## config.mk

```make
export PLATFORM = sky130hd
export DESIGN_NAME = alu_seq_stage
export DESIGN_NICKNAME = d
export VERILOG_FILES = /design/src/rtl/alu_seq_stage.sv
export SDC_FILE = /design/constraint.sdc
export NUM_CORES = 1
export LEC_CHECK = 0
export BUFFER_PORTS_ARGS = -buffer_cell sky130_fd_sc_hd__buf_2
export CAP_MARGIN = 0
export CORE_UTILIZATION = 49
export DETAILED_ROUTE_END_ITERATION = 12
export GPL_TIMING_DRIVEN = 0
export PLACE_DENSITY = 0.84
export SLEW_MARGIN = 15
export SYNTH_ARGS = -nofsm -noshare
export SYNTH_HDL_FRONTEND = slang
export SYNTH_SLANG_ARGS = --single-unit
```

## constraint.sdc

```tcl
create_clock -name clk -period 2 [get_ports clk]
set_input_delay 0.3 -clock clk [delete_from_list [all_inputs] [get_ports clk]]
set_output_delay 0.3 -clock clk [all_outputs]
set_load 0.01 [all_outputs]
```

## src/rtl/alu_seq_stage.sv

```systemverilog
// alu_seq_stage: sequences one request at a time through an external
// combinational ALU. It registers the operands, waits a per-opcode number of
// cycles, captures the result and holds it until downstream accepts it.
// Optional feature macro: ALU_NZP_EN adds the out_nzp {N,Z,P} flag output.
module alu_seq_stage #(
   parameter int LAT_ADD = 1,   // legal 1..7
   parameter int LAT_SUB = 1,   // legal 1..7
   parameter int LAT_MUL = 2,   // legal 1..7
   parameter int LAT_DIV = 4    // legal 1..7
) (
   input  logic       clk,
   input  logic       reset,
   input  logic       in_valid,
   output logic       in_ready,
   input  logic [7:0] in_rs,
   input  logic [7:0] in_rt,
   input  logic [1:0] in_op,
   output logic [7:0] alu_rs,
   output logic [7:0] alu_rt,
   output logic [1:0] alu_op,
   input  logic [7:0] alu_result,
   output logic       out_valid,
   input  logic       out_ready,
   output logic [7:0] out_data,
   output logic       out_div0
`ifdef ALU_NZP_EN
   ,
   output logic [2:0] out_nzp
`endif
);

   typedef enum logic [1:0] {
      IDLE = 2'd0,
      BUSY = 2'd1,
      DONE = 2'd2
   } state_t;

   state_t     r_state;
   logic [2:0] r_cnt;
   logic [7:0] r_alu_rs;
   logic [7:0] r_alu_rt;
   logic [1:0] r_alu_op;
   logic       r_out_valid;
   logic [7:0] r_out_data;
   logic       r_out_div0;

   logic       w_in_ready;
   logic       w_accept;
   logic       w_retire;
   logic [2:0] w_lat;
   logic       w_div0;
   logic [7:0] w_cap;

   // Ready is combinational so a retiring result and a new request can share
   // one edge; it is forced low while reset is asserted.
   assign w_in_ready = ~reset & ((r_state == IDLE) | ((r_state == DONE) & out_ready));
   assign w_accept   = in_valid & w_in_ready;
   assign w_retire   = r_out_valid & out_ready;

   // Divide-by-zero is flagged from the registered operands, not from the ALU.
   assign w_div0 = (r_alu_op == 2'b11) && (r_alu_rt == 8'd0);
   assign w_cap  = w_div0 ? 8'hFF : alu_result;

   // Busy-cycle count for the incoming opcode.
   always_comb begin
      w_lat = 3'(LAT_ADD);
      case (in_op)
         2'b00:   w_lat = 3'(LAT_ADD);
         2'b01:   w_lat = 3'(LAT_SUB);
         2'b10:   w_lat = 3'(LAT_MUL);
         default: w_lat = 3'(LAT_DIV);
      endcase
   end

   // Request sequencer: IDLE -> BUSY (count down) -> DONE (hold until taken).
   always_ff @(posedge clk) begin
      if (reset) begin
         r_state     <= IDLE;
         r_cnt       <= 3'd0;
         r_alu_rs    <= 8'd0;
         r_alu_rt    <= 8'd0;
         r_alu_op    <= 2'd0;
         r_out_valid <= 1'b0;
         r_out_data  <= 8'd0;
         r_out_div0  <= 1'b0;
      end else begin
         case (r_state)
            IDLE: begin
               if (w_accept) begin
                  r_alu_rs <= in_rs;
                  r_alu_rt <= in_rt;
                  r_alu_op <= in_op;
                  r_cnt    <= w_lat;
                  r_state  <= BUSY;
               end
            end
            BUSY: begin
               if (r_cnt == 3'd1) begin
                  r_out_data  <= w_cap;
                  r_out_div0  <= w_div0;
                  r_out_valid <= 1'b1;
                  r_cnt       <= 3'd0;
                  r_state     <= DONE;
               end else begin
                  r_cnt <= r_cnt - 3'd1;
               end
            end
            DONE: begin
               if (w_retire) begin
                  r_out_valid <= 1'b0;
                  if (w_accept) begin
                     // zero-bubble handoff: retire and accept on the same edge
                     r_alu_rs <= in_rs;
                     r_alu_rt <= in_rt;
                     r_alu_op <= in_op;
                     r_cnt    <= w_lat;
                     r_state  <= BUSY;
                  end else begin
                     r_state <= IDLE;
                  end
               end
            end
            default: begin
               r_state     <= IDLE;
               r_cnt       <= 3'd0;
               r_out_valid <= 1'b0;
            end
         endcase
      end
   end

`ifdef ALU_NZP_EN
   logic [2:0] r_out_nzp;
   logic [2:0] w_nzp;

   // Exactly one flag set: negative, zero, or positive.
   assign w_nzp = {w_cap[7], (w_cap == 8'd0), (~w_cap[7] & (w_cap != 8'd0))};

   // Flags captured on the same edge as out_data so they always agree.
   always_ff @(posedge clk) begin
      if (reset) begin
         r_out_nzp <= 3'b000;
      end else if ((r_state == BUSY) && (r_cnt == 3'd1)) begin
         r_out_nzp <= w_nzp;
      end
   end

   assign out_nzp = r_out_nzp;
`endif

   assign in_ready  = w_in_ready;
   assign alu_rs    = r_alu_rs;
   assign alu_rt    = r_alu_rt;
   assign alu_op    = r_alu_op;
   assign out_valid = r_out_valid;
   assign out_data  = r_out_data;
   assign out_div0  = r_out_div0;

endmodule
```

After elaboration in Yosys (flattened, before gate mapping)
Index checks and enable logic that the tools add are counted.
- register bits after elaboration: 33
- bits of input ports: 30
- output and inout port bits: 29
- add/subtract/negate cells: 1
- equality and inequality tests: 9
- mux-type cells: 23
- bitwise gates (word level): 7
- reductions and logical operators: 10
- operators by type and width (operator ; count):
    8-bit 2-to-1 mux ; 5
    8-bit case mux with 2 select lines ; 2
    2-bit 2-to-1 mux ; 5
    3-bit 2-to-1 mux ; 3
    3-bit case mux with 3 select lines ; 1
    8-bit zero test ; 1
    2-bit equality test (second input constant) ; 3
    2-bit inequality test (second input constant) ; 3
    2-bit case mux with 3 select lines ; 1
    3-bit case mux with 2 select lines ; 1
    3-bit AND reduction ; 2
    1-bit bitwise AND ; 4
    2-bit by 1-bit equality test with 1-bit output (second input constant) ; 2
    2-bit zero test ; 2
    2-bit case mux with 2 select lines ; 1
    2-bit AND reduction ; 2
    3-bit by 1-bit equality test with 1-bit output (second input constant) ; 1
    1-bit 2-to-1 mux ; 3
    1-bit case mux with 3 select lines ; 1
    3-bit by 1-bit subtractor with 3-bit output (second input constant) ; 1
    1-bit inverter ; 2
    2-bit nonzero test ; 1
    2-bit OR reduction ; 1
    1-bit logical AND ; 1
    1-bit bitwise OR ; 1

Depth between registers and ports, before layout
Gate-level depths: netlist of the first run.
- depth after elaboration: 8
- depth in mapped cells: 6
- mapped depth without buffers: 5

Least setup slack after synthesis of the first run
Ideal clock, no wire load.
- kind: register -> register
- start point: register r_cnt[1]
- end point: register r_cnt[2]
- library setup time: 0.060 ns
- data arrival time: 1.287 ns
- data required time: 1.940 ns
- path slack: 0.653 ns
- cell stages (with the launch flop): 6
- path buffers: 0
- path through: dfxtp_1 inv_1 ha_1 or3b_2 a32oi_1 a32o_1
- longest elaborated chain between the ends: 3
- RTL lines (item ; line ; source):
    start, declared ; 39 ; logic [2:0] r_cnt;
    start signal, assigned ; 93 ; r_cnt <= w_lat;
    start signal, assigned ; 105 ; r_cnt <= r_cnt - 3'd1;
    start signal, assigned ; 116 ; r_cnt <= w_lat;
    3-bit by 1-bit subtractor with 3-bit output or 3-bit by 1-bit equality test with 1-bit output (tied branches) ; 105, 98 ;
    3-bit 2-to-1 mux (*) ; 98 ; if (r_cnt == 3'd1) begin
    3-bit case mux with 3 select lines (*) ; 87 ; case (r_state)
Mark *: on every way between the ends. The rest lies on a longest branch, timed or not.
A chain may end at the register's enable or synchronous reset.

Worst setup path after layout of the first run
- start point: register r_state[0]
- end point: output port in_ready
- longest elaborated chain between the ends: 4
- RTL lines (item ; line ; source):
    start, declared ; 38 ; state_t r_state;
    start signal, assigned ; 78 ; r_state <= IDLE;
    start signal, assigned ; 94 ; r_state <= BUSY;
    start signal, assigned ; 103 ; r_state <= DONE;
    2-bit equality test ; 56 ; assign w_in_ready = ~reset & ((r_state == IDLE) | ((r_state == DONE) & out_ready));
    1-bit bitwise AND ; 56 ;
    1-bit bitwise OR (*) ; 56 ;
    1-bit bitwise AND (*) ; 56 ;
    end, declared ; 14 ; output logic in_ready,
Marks and branches as above.

==> results of run 1 <==
## cell type report
cell class | count | share of cell area, %
multi-input combinational | 121 | 40.4
sequential | 33 | 34.7
timing repair buffer | 58 | 15.2
buffer | 16 | 3.94
clock buffer | 6 | 2.17
tap | 31 | 2.04
inverter | 5 | 0.985
clock inverter | 2 | 0.525
## metrics by stage
step	setup WS, ns	cells	util, %
after floorplan	0.653	175	-
after global placement	0.589	264	65.0
final	0.427	272	66.8
after detailed placement	0.557	264	65.0
after CTS	0.421	272	66.8
after global routing	0.332	272	66.8
## how the worst max path moves through the flow
stage | startpoint | to | slack, ns | depth (start not counted)
after floorplan | r_cnt[1] | r_cnt[2] | 0.65 | 5
after global placement | r_state[1] | r_cnt[1] | 0.59 | 4
after detailed placement | r_cnt[1] | r_cnt[2] | 0.56 | 5
after CTS | r_state[0] | in_ready | 0.42 | 3
after global routing | r_state[0] | in_ready | 0.33 | 3
final | r_state[0] | in_ready | 0.43 | 3
## worst reg2reg max path, delay by kind of cell (launching register included)
family	cells	cell delay [ns]
compound gates	2	0.52
flops	1	0.47
buf+inv	1	0.36
simple gates	1	0.12
## cells in the final DEF, fill, tap and decap left out, types with 2 or more instances in the layout
master,synthesis,final
clkinv_2,0,2
buf_2,6,64
a21oi_1,12,12
nand2_1,20,20
nand3b_1,3,3
o21ai_0,10,10
nor2_1,9,9
nand4_1,19,19
o311ai_0,18,18
ha_1,2,2
inv_1,4,4
nand2b_1,2,2
buf_4,2,2
nor2b_1,2,2
clkbuf_4,0,5
and2_1,2,2
nor4b_1,2,2
dfxtp_1,33,33
clkbuf_1,8,9
## flip-flops by register name, indices dropped and copies added, names as in the netlist
signal,count
alu_op,2
alu_rs,8
alu_rt,8
out_data,8
out_div0,1
out_valid,1
r_cnt,3
r_state,2
## kinds of logic after synthesis
logic type	Yosys count
DFF	33
adders and majority gates	2
AOI/OAI and AO/OA	50
and+or+nand+nor	69
buffers and inverters	21
## per-layer routing
layer | vias up | GRT usage (%) | wire length, um
li1 | 798 | - | -
met1 | 770 | 35.8 | 1810
met2 | 58 | 40.5 | 1860
met3 | 7 | 5.58 | 259
met4 | 0 | 10.5 | 44
met5 | - | 0 | 0
## power groups by stage
stage	combinational [uW]	clock (uW)	sequential [uW]
after floorplan	120	0	750
after global placement	228	0	737
after detailed placement	231	0	738
after CTS	232	361	724
after global routing	259	400	730
final	233	353	725
==> out/results.tsv, run 1 <==
metric	value	unit
Tot Pwr	1310	uW
top_reg_cell synth	dfxtp_1	
Simple-Gate Fraction of Synth Area	25.8	%
Switch Pwr	379	uW
worst-path maximum fanout	7	
#FFs+latches synth	33	
top cells by area, synth	dfxtp_1 (43%), o311ai_0 (10%), nand4_1 (7.8%), nand2_1 (4.9%), a21oi_1 (3.9%)	
Worst VDD drop	541	uV
status	finished with violations	
Critical Path RT	1.70	ns
Sequential Power Share	55.3	%
DR vias	1633	
violated checks	design-rule violations	
Crit-path slowest cell	dfxtp_1	
Num CTS Buffers	5	
setup violators final	0	
hold depth	3	
clk root buf	clkbuf_4	
vias in the first global route	1516	
Power Dens Cells	688	nW/um^2
cell count after synthesis	175	
Syn Area/Cell	8.72	sq um
final setup TNS	0	ns
DRC marker count from the first detailed-route iteration	99	
Crit path max-delay family	flip-flops	
Rel. slew slack	67.9	%
vias per inst	6.00	
die area	3340	sq um
Commonest cells post-synth	dfxtp_1 (33), nand2_1 (20), nand4_1 (19), o311ai_0 (18), a21oi_1 (12)	
reg-to-reg setup timing slack	0.49	ns
Hold WC Path Type	in -> reg	
Buf+Inv Stages, Crit Path	1	
die width	57.8	um
Design Area, Final	1910	sq um
first-pass GRT wire length	6810	um
Cell Area, Synth	1530	sq um
fraction of layout cells with a size suffix above 1	32.8	%
post-synth top area share	43.3	%
hold slack final	0.179	ns
placed inst area	1850	sq um
CP max stage delay	0.37	ns
largest family of logic cells by synthesized area	simple AND/OR/NAND/NOR gates	
row cnt	19	
total wire length	3970	um
Worst-Margin Slew	0.474	ns
# hold bufs at CTS	0	
sequential cell area	661	sq um
CTS H-tree lvls	2	
period utilization	78.6	%
Reg2Reg Depth	4	
Post-synth EDFFs	0	
Switching Fraction	28.9	%
Post-DP HPWL	2900	um
Final Skew	0.00955	ns
area occupied by multi-input gates	771	sq um
synth unique cells	38	
CTS tree	done	
final hold vios	0	
hold_sp	in_rt[5]	
Post-CTS Resized	0	
TritonCTS Sinks	33	
post-CTS setup buffer count	0	
worst r2r dst	alu_rt[2]	
RSZ-0062 raised after global routing	false	
post-detailed-route wirelength per cell	14.6	um
CTS Buffer Depth	2	
Detailed Routing Iterations Pass 1	8	
CP cell instances	or2_2, a21oi_1, buf_2	
IO buf count	58	
Setup crit start kind	flip-flop	
Synth Area in XOR/XNOR	0	%
Final Max Tran Viols	0	
GRT Overall Usage	26.2	%
asr flop ratio synth	0	%
Post-DRT Antenna Nets	0	
nets@finish	272	
post-synthesis compound-gate area fraction	23.1	%
# IOs	59	
initial core utilization	53.5	%
Fillers	243	
max-cap violations	0	
Worst EP arrival	1.27	ns
most common cell in the netlist	dfxtp_1	
initial antenna violation count	0	
ant diodes	0	
remaining global-route overflow	0	
sequential area share after synthesis	43.3	%
upper clock frequency limit	636	MHz
Leakage	0.000918	uW
synth warn	0	
Worst setup EP type	primary output	
DR DRC count	2	
hold path endpoint	alu_rt[5]	
cell taking the most area after synthesis	dfxtp_1	
largest net degree at the start of global routing	11	
min cycle time layout	1.57	ns
Syn Nets	207	
GP Congestion	0.890	
area growth from synthesis to layout	24.9	%
Core Area	2850	sq um
Comb pwr share	17.8	%
clk_lat worst skew	0.34	ns
Cell Int Power	932	uW
mux cell area share after synthesis	0	%
clock power share	26.9	%
Setup CP Type	reg -> out	
Synth Area in Adders	1.64	%
die height	57.8	um
clock slew at reported path FFs	0.10	ns
FF-to-FF Start	r_state[1]	
Power figures use the tool's default switching activity.
==> inputs of run 2 (changes only) <==
--- a/config.mk
+++ b/config.mk
@@ -5,12 +5,13 @@
 export SDC_FILE = /design/constraint.sdc
 export NUM_CORES = 1
 export LEC_CHECK = 0
+export ABC_AREA = 1
 export BUFFER_PORTS_ARGS = -buffer_cell sky130_fd_sc_hd__buf_2
 export CAP_MARGIN = 0
-export CORE_UTILIZATION = 49
+export CORE_UTILIZATION = 42
 export DETAILED_ROUTE_END_ITERATION = 12
 export GPL_TIMING_DRIVEN = 0
-export PLACE_DENSITY = 0.84
+export PLACE_DENSITY = 0.78
 export SLEW_MARGIN = 15
 export SYNTH_ARGS = -nofsm -noshare
 export SYNTH_HDL_FRONTEND = slang
==> constraint.sdc (replaced) <==
create_clock -name clk -period 1.3 [get_ports clk]
set_input_delay 0.195 -clock clk [delete_from_list [all_inputs] [get_ports clk]]
set_output_delay 0.195 -clock clk [all_outputs]
set_load 0.01 [all_outputs]
==> out/results.tsv, run 2 <==
metric	value	unit	change
vias per inst	4.51		-25%
remaining global-route overflow	0		unchanged
hold path endpoint	out_data[7]		
vias in the first global route	1184		-22%
Syn Area/Cell	7.32	sq um	-16%
clock slew at reported path FFs	0.09	ns	about the same
Reg2Reg Depth	7		+3
synth unique cells	22		-42%
total wire length	3000	um	-24%
# IOs	59		unchanged
DR DRC count	0		-2
CTS tree	done		
Final Max Tran Viols	0		unchanged
placed cell count	294		+11%
clk root buf	clkbuf_4		
final core utilization	61.8	%	-5.0 points
Worst EP arrival	1.06	ns	-0.21 ns
Comb pwr share	20.7	%	+2.9 points
Post-Layout Cell Count	312		+15%
DRC marker count from the first detailed-route iteration	71		-28%
Final Skew	0.00358	ns	-0.00597 ns
synth warn	0		unchanged
hold_sp	alu_result[7]		
most frequent cells in the layout	nor2_1 (60), buf_2 (59), dfxtp_1 (30)		
critical path launch point	r_state[0]		
GRT Overall Usage	17.5	%	-8.7 points
cell taking the most area after synthesis	dfxtp_1		
Rel. slew slack	76.8	%	+8.9 points
Worst setup EP type	primary output		
max-cap violations	0		unchanged
nets@finish	300		+10%
Fillers	310		+28%
Sequential Power Share	53.0	%	-2.3 points
die height	60.0	um	+3.8%
Post-DP HPWL	2120	um	-27%
#FFs+latches synth	33		unchanged
Worst VDD drop	698	uV	+29%
Cell Int Power	1540	uW	+65%
FF-to-FF Start	r_state[0]		
Setup CP Type	reg -> out		
top_reg_cell synth	dfxtp_1		
fraction of layout cells with a size suffix above 1	35.8	%	+3.0 points
Tot Pwr	2120	uW	+62%
worst-path maximum fanout	4		-3
CTS H-tree lvls	2		unchanged
row cnt	20		+1
Leakage	0.000990	uW	+7.9%
initial core utilization	45.2	%	-8.3 points
most common cell in the netlist	nor2_1		
Num CTS Buffers	5		unchanged
status	completed		
area occupied by multi-input gates	666	sq um	-14%
TritonCTS Sinks	33		unchanged
Switch Pwr	582	uW	+54%
die area	3600	sq um	+7.8%
sequential area share after synthesis	46.8	%	+3.5 points
Setup crit start kind	flip-flop		
Worst-Margin Slew	0.348	ns	-0.126 ns
post-synth top area share	46.8	%	+3.5 points
Syn Nets	225		+8.7%
commonest non-fill, non-tap cell in the layout	nor2_1		
final hold vios	0		unchanged
Cell Area, Synth	1410	sq um	-7.4%
post-detailed-route wirelength per cell	9.61	um	-34%
sequential cell area	669	sq um	+1.3%
Critical Path RT	1.11	ns	-0.59 ns
ant diodes	0		unchanged
die width	60.0	um	+3.8%
Switching Fraction	27.5	%	-1.5 points
Hold WC Path Type	in -> reg		
IO buf count	57		-1.7%
asr flop ratio synth	0	%	unchanged
area growth from synthesis to layout	36.9	%	
min cycle time layout	1.26	ns	
upper clock frequency limit	795	MHz	
DR vias	1408		-14%
Commonest cells post-synth	nor2_1 (60), dfxtp_1 (33), nand2_1 (27), o21ai_1 (14), inv_1 (13)		
GP Congestion	0.843		-5.3%
clock power share	26.3	%	-0.6 points
largest net degree at the start of global routing	11		unchanged
Core Area	3130	sq um	+9.6%
reg-to-reg setup timing slack	0.06	ns	-0.43 ns
Power Dens Cells	1100	nW/um^2	+59%
hold slack final	0.0792	ns	-0.0997 ns
Detailed Routing Iterations Pass 1	4		-4
Post-DRT Antenna Nets	0		unchanged
Post-synth EDFFs	0		unchanged
top cells by area, synth	dfxtp_1 (47%), nor2_1 (16%), nand2_1 (7.2%), o21ai_1 (5.0%), o21ai_0 (3.9%)		
RSZ-0062 raised after global routing	true		
hold depth	3		unchanged
first-pass GRT wire length	4720	um	-31%
initial antenna violation count	0		unchanged
clk_lat worst skew	0.32	ns	-0.02 ns
worst r2r dst	out_valid		
cell count after synthesis	193		+10%
CTS Buffer Depth	2		unchanged
period utilization	96.8	%	
setup violators final	0		unchanged
## run 2: cell count changes after synthesis, moves of 7 or more
cell,before,now
nor2_1,9,60
nand4_1,19,0
o311ai_0,18,0
o21ai_1,0,14
a21oi_1,12,3
inv_1,4,13
nand2_1,20,27
## run 2: final cells by class
class | instances | share of cell area (%)
Tap cell | 44 | 2.85
Inverter | 17 | 3.82
Buffer | 7 | 2.59
Clock buffer | 7 | 2.85
Sequential cell | 33 | 34.6
Multi-Input combinational cell | 136 | 34.4
Timing Repair Buffer | 68 | 18.9
## run 2: kinds of logic after synthesis
logic type	share of synthesized area, %
AO/OA/AOI/OAI	11.6
AND/OR/NAND/NOR	32.2
flip-flops	46.8
buffers and inverters	7.62
adder cells (fa/ha/maj)	1.77
## run 2: critical path, stage by stage, from the launching register on
cell and delay, ns:
dfxtp_4 0.38, nor2_4 0.12, and2_1 0.13, buf_2 0.12
## run 2: per-stage QoR
stage                     setup WS [ns]  setup TNS [ns]  cell area, sq um
final                            0.0416               0              1930
after global routing            -0.0223         -0.0632              1930
after CTS                        0.0164               0              1820
after detailed placement        -0.0185         -0.0543              1750
after global placement         -0.00807         -0.0150              1750
after floorplan                   0.111               0              1410
## run 2: how the worst max path moves through the flow
stage	end	slack, ns
after global placement	out_data[0]	-0.008
after global routing	out_data[1]	-0.02
after floorplan	out_data[0]	0.11
final	in_ready	0.04
after CTS	in_ready	0.02
after detailed placement	out_data[1]	-0.02
## run 2: power by group through the flow
| stage | clock network (uW) | logic, uW | registers, uW |
|---|---|---|---|
| floorplan | 0 | 227 | 1170 |
| global placement | 0 | 385 | 1140 |
| detailed placement | 0 | 390 | 1150 |
| CTS | 591 | 393 | 1120 |
| global route | 629 | 499 | 1130 |
| finish | 556 | 439 | 1120 |
## run 2: timing repair
| item | in CTS | in global routing |
|---|---|---|
| gates resized for setup | 4 | 14 |
| pin swaps | 0 | 5 |
| gates cloned | 0 | 1 |
| endpoints found under the setup margin | 6 | 21 |
| buffers inserted | 0 | 10 |
| hold buffers | 0 | 0 |
## run 2: per-layer routing
layer	wire, um	global-route usage, %	up-vias
met3	229	6.71	0
met4	0	4.32	0
met5	0	0	-
met2	1410	28.3	47
met1	1360	22.0	603
li1	-	-	758
==> inputs of run 3 (changes only) <==
--- a/config.mk
+++ b/config.mk
@@ -8,6 +8,7 @@
 export ABC_AREA = 1
 export BUFFER_PORTS_ARGS = -buffer_cell sky130_fd_sc_hd__buf_2
 export CAP_MARGIN = 0
+export CORE_MARGIN = 3
 export CORE_UTILIZATION = 42
 export DETAILED_ROUTE_END_ITERATION = 12
 export GPL_TIMING_DRIVEN = 0
==> out/results.tsv, run 3 (synthesis results as in run 2) <==
metric	value	unit	change
clock slew at reported path FFs	0.09	ns	about the same
max-cap violations	0		unchanged
worst-path maximum fanout	4		unchanged
post-detailed-route wirelength per cell	10.2	um	+5.8%
Final Skew	0.00778	ns	+0.00420 ns
Worst VDD drop	611	uV	-12%
die height	64.0	um	+6.7%
Setup crit start kind	flip-flop		
Worst EP arrival	1.06	ns	about the same
initial core utilization	45.2	%	unchanged
Power Dens Cells	1100	nW/um^2	+0.57%
nets@finish	291		-3.0%
row cnt	20		unchanged
setup ws final	0.0495	ns	+0.00791 ns
vias per inst	4.52		+0.23%
fraction of layout cells with a size suffix above 1	33.8	%	-2.0 points
Hold WC Path Type	in -> reg		
status	completed		
GP Congestion	0.828		-1.7%
Final Max Tran Viols	0		unchanged
ant diodes	0		unchanged
Post-DP HPWL	2350	um	+11%
Buf+Inv Stages, Crit Path	1		unchanged
Setup CP Type	reg -> out		
# IOs	59		unchanged
Worst setup EP type	primary output		
Critical Path RT	1.11	ns	about the same
largest net degree at the start of global routing	11		unchanged
commonest non-fill, non-tap cell in the layout	nor2_1		
area growth from synthesis to layout	32.2	%	
IO buf count	57		unchanged
TritonCTS Sinks	33		unchanged
Post-DRT Antenna Nets	0		unchanged
die width	64.0	um	+6.7%
CTS H-tree lvls	2		unchanged
remaining global-route overflow	0		unchanged
Core Area	3130	sq um	unchanged
Rel. slew slack	75.4	%	-1.5 points
upper clock frequency limit	800	MHz	+0.63%
Num CTS Buffers	5		unchanged
vias in the first global route	1258		+6.3%
met3 WL	264	um	+15%
GRT Overall Usage	16.3	%	-1.2 points
first-pass GRT wire length	5260	um	+12%
CP cell instances	nor2_4, and2_4, buf_6		
period utilization	96.2	%	-0.61 points
Crit path max-delay family	flip-flops		
Tot Pwr	2060	uW	-2.9%
CTS Buffer Depth	2		unchanged
top sig layer	met4		
DRC marker count from the first detailed-route iteration	88		+24%
DR vias	1375		-2.3%
CP max stage delay	0.37	ns	about the same
die area	4100	sq um	+14%
most frequent cells in the layout	nor2_1 (60), buf_2 (57), dfxtp_1 (29)		
initial antenna violation count	0		unchanged
Leakage	0.000952	uW	-3.8%
Setup WS pre-CTS	-0.0220	ns	-0.00346 ns
min cycle time layout	1.25	ns	-0.00791 ns
clk_lat worst skew	0.32	ns	about the same
final hold vios	0		unchanged
Crit-path slowest cell	dfxtp_4		
total wire length	3090	um	+3.1%
DR DRC count	0		unchanged
Detailed Routing Iterations Pass 1	4		unchanged
Met2 Routed Length	1410	um	+0.14%
Metal-1 WL	1360	um	+0.44%
CTS tree	done		
setup violators final	0		unchanged
clk root buf	clkbuf_4		
Worst-Margin Slew	0.370	ns	+0.0220 ns
RSZ-0062 raised after global routing	true		
## run 3: cell count changes in the layout (fill, tap and decap cells not counted), moves of 2 or more
cell / before / now
buf_2: 59 / 57
buf_4: 12 / 5
clkbuf_1: 3 / 5
inv_2: 2 / 4
## run 3: what timing repair did
item	CTS	global route
setup buffers	0	1
pin swaps	1	4
gates resized for setup	2	19
hold buffers	0	0
cloned	0	1
setup endpoints to repair	5	25
## run 3: power by group
group	leakage [uW]	switching, uW	internal [uW]	total, uW
Sequential	0.000272	43.3	1080	1120
Combinational	0.000653	231	183	414
Clock	0.0000265	306	215	521
## run 3: routing by layer
layer	GRT usage, %	vias to the layer above
met3	5.80	6
li1	-	742
met1	19.2	581
met4	7.28	0
met5	0	-
met2	26.3	46
## run 3: final cells by class
type	instances	area [sq um]
Inverter	17	66.3
Clock buffer	8	48.8
Sequential cell	33	671
Fill cell	322	1260
Multi-Input combinational cell	136	673
Timing Repair Buffer	59	304
Buffer	7	48.8
Tap cell	44	55.1
## run 3: worst min-delay path, cell delays in order
cell,delay (ns)
buf_2,0.07
nor2_1,0.03
nor2_1,0.06
## run 3: final timing paths
check	startpoint	endpoint	slack, ns	cells past startpoint
worst max-delay path	r_state[0]	in_ready	0.05	3
worst max register to register	r_cnt[1]	out_data[3]	0.10	8
worst min register to register	alu_rs[4]	alu_rs[4]	0.48	2
worst min-delay path	alu_result[4]	out_data[4]	0.08	3
## run 3: metrics by stage
| stage | util [%] | instance area (sq um) | instances | hold WS [ns] | TNS (ns) |
|---|---|---|---|---|---|
| final | 59.7 | 1870 | 304 | 0.0814 | 0 |
| after global routing | 59.7 | 1870 | 304 | 0.0738 | -0.0292 |
| after CTS | 57.7 | 1800 | 302 | 0.0691 | 0 |
| after detailed placement | 56.0 | 1750 | 294 | 0.409 | -0.0623 |
| after global placement | 56.0 | 1750 | 294 | 0.404 | -0.00586 |
| after floorplan | - | 1410 | 193 | 0.316 | 0 |
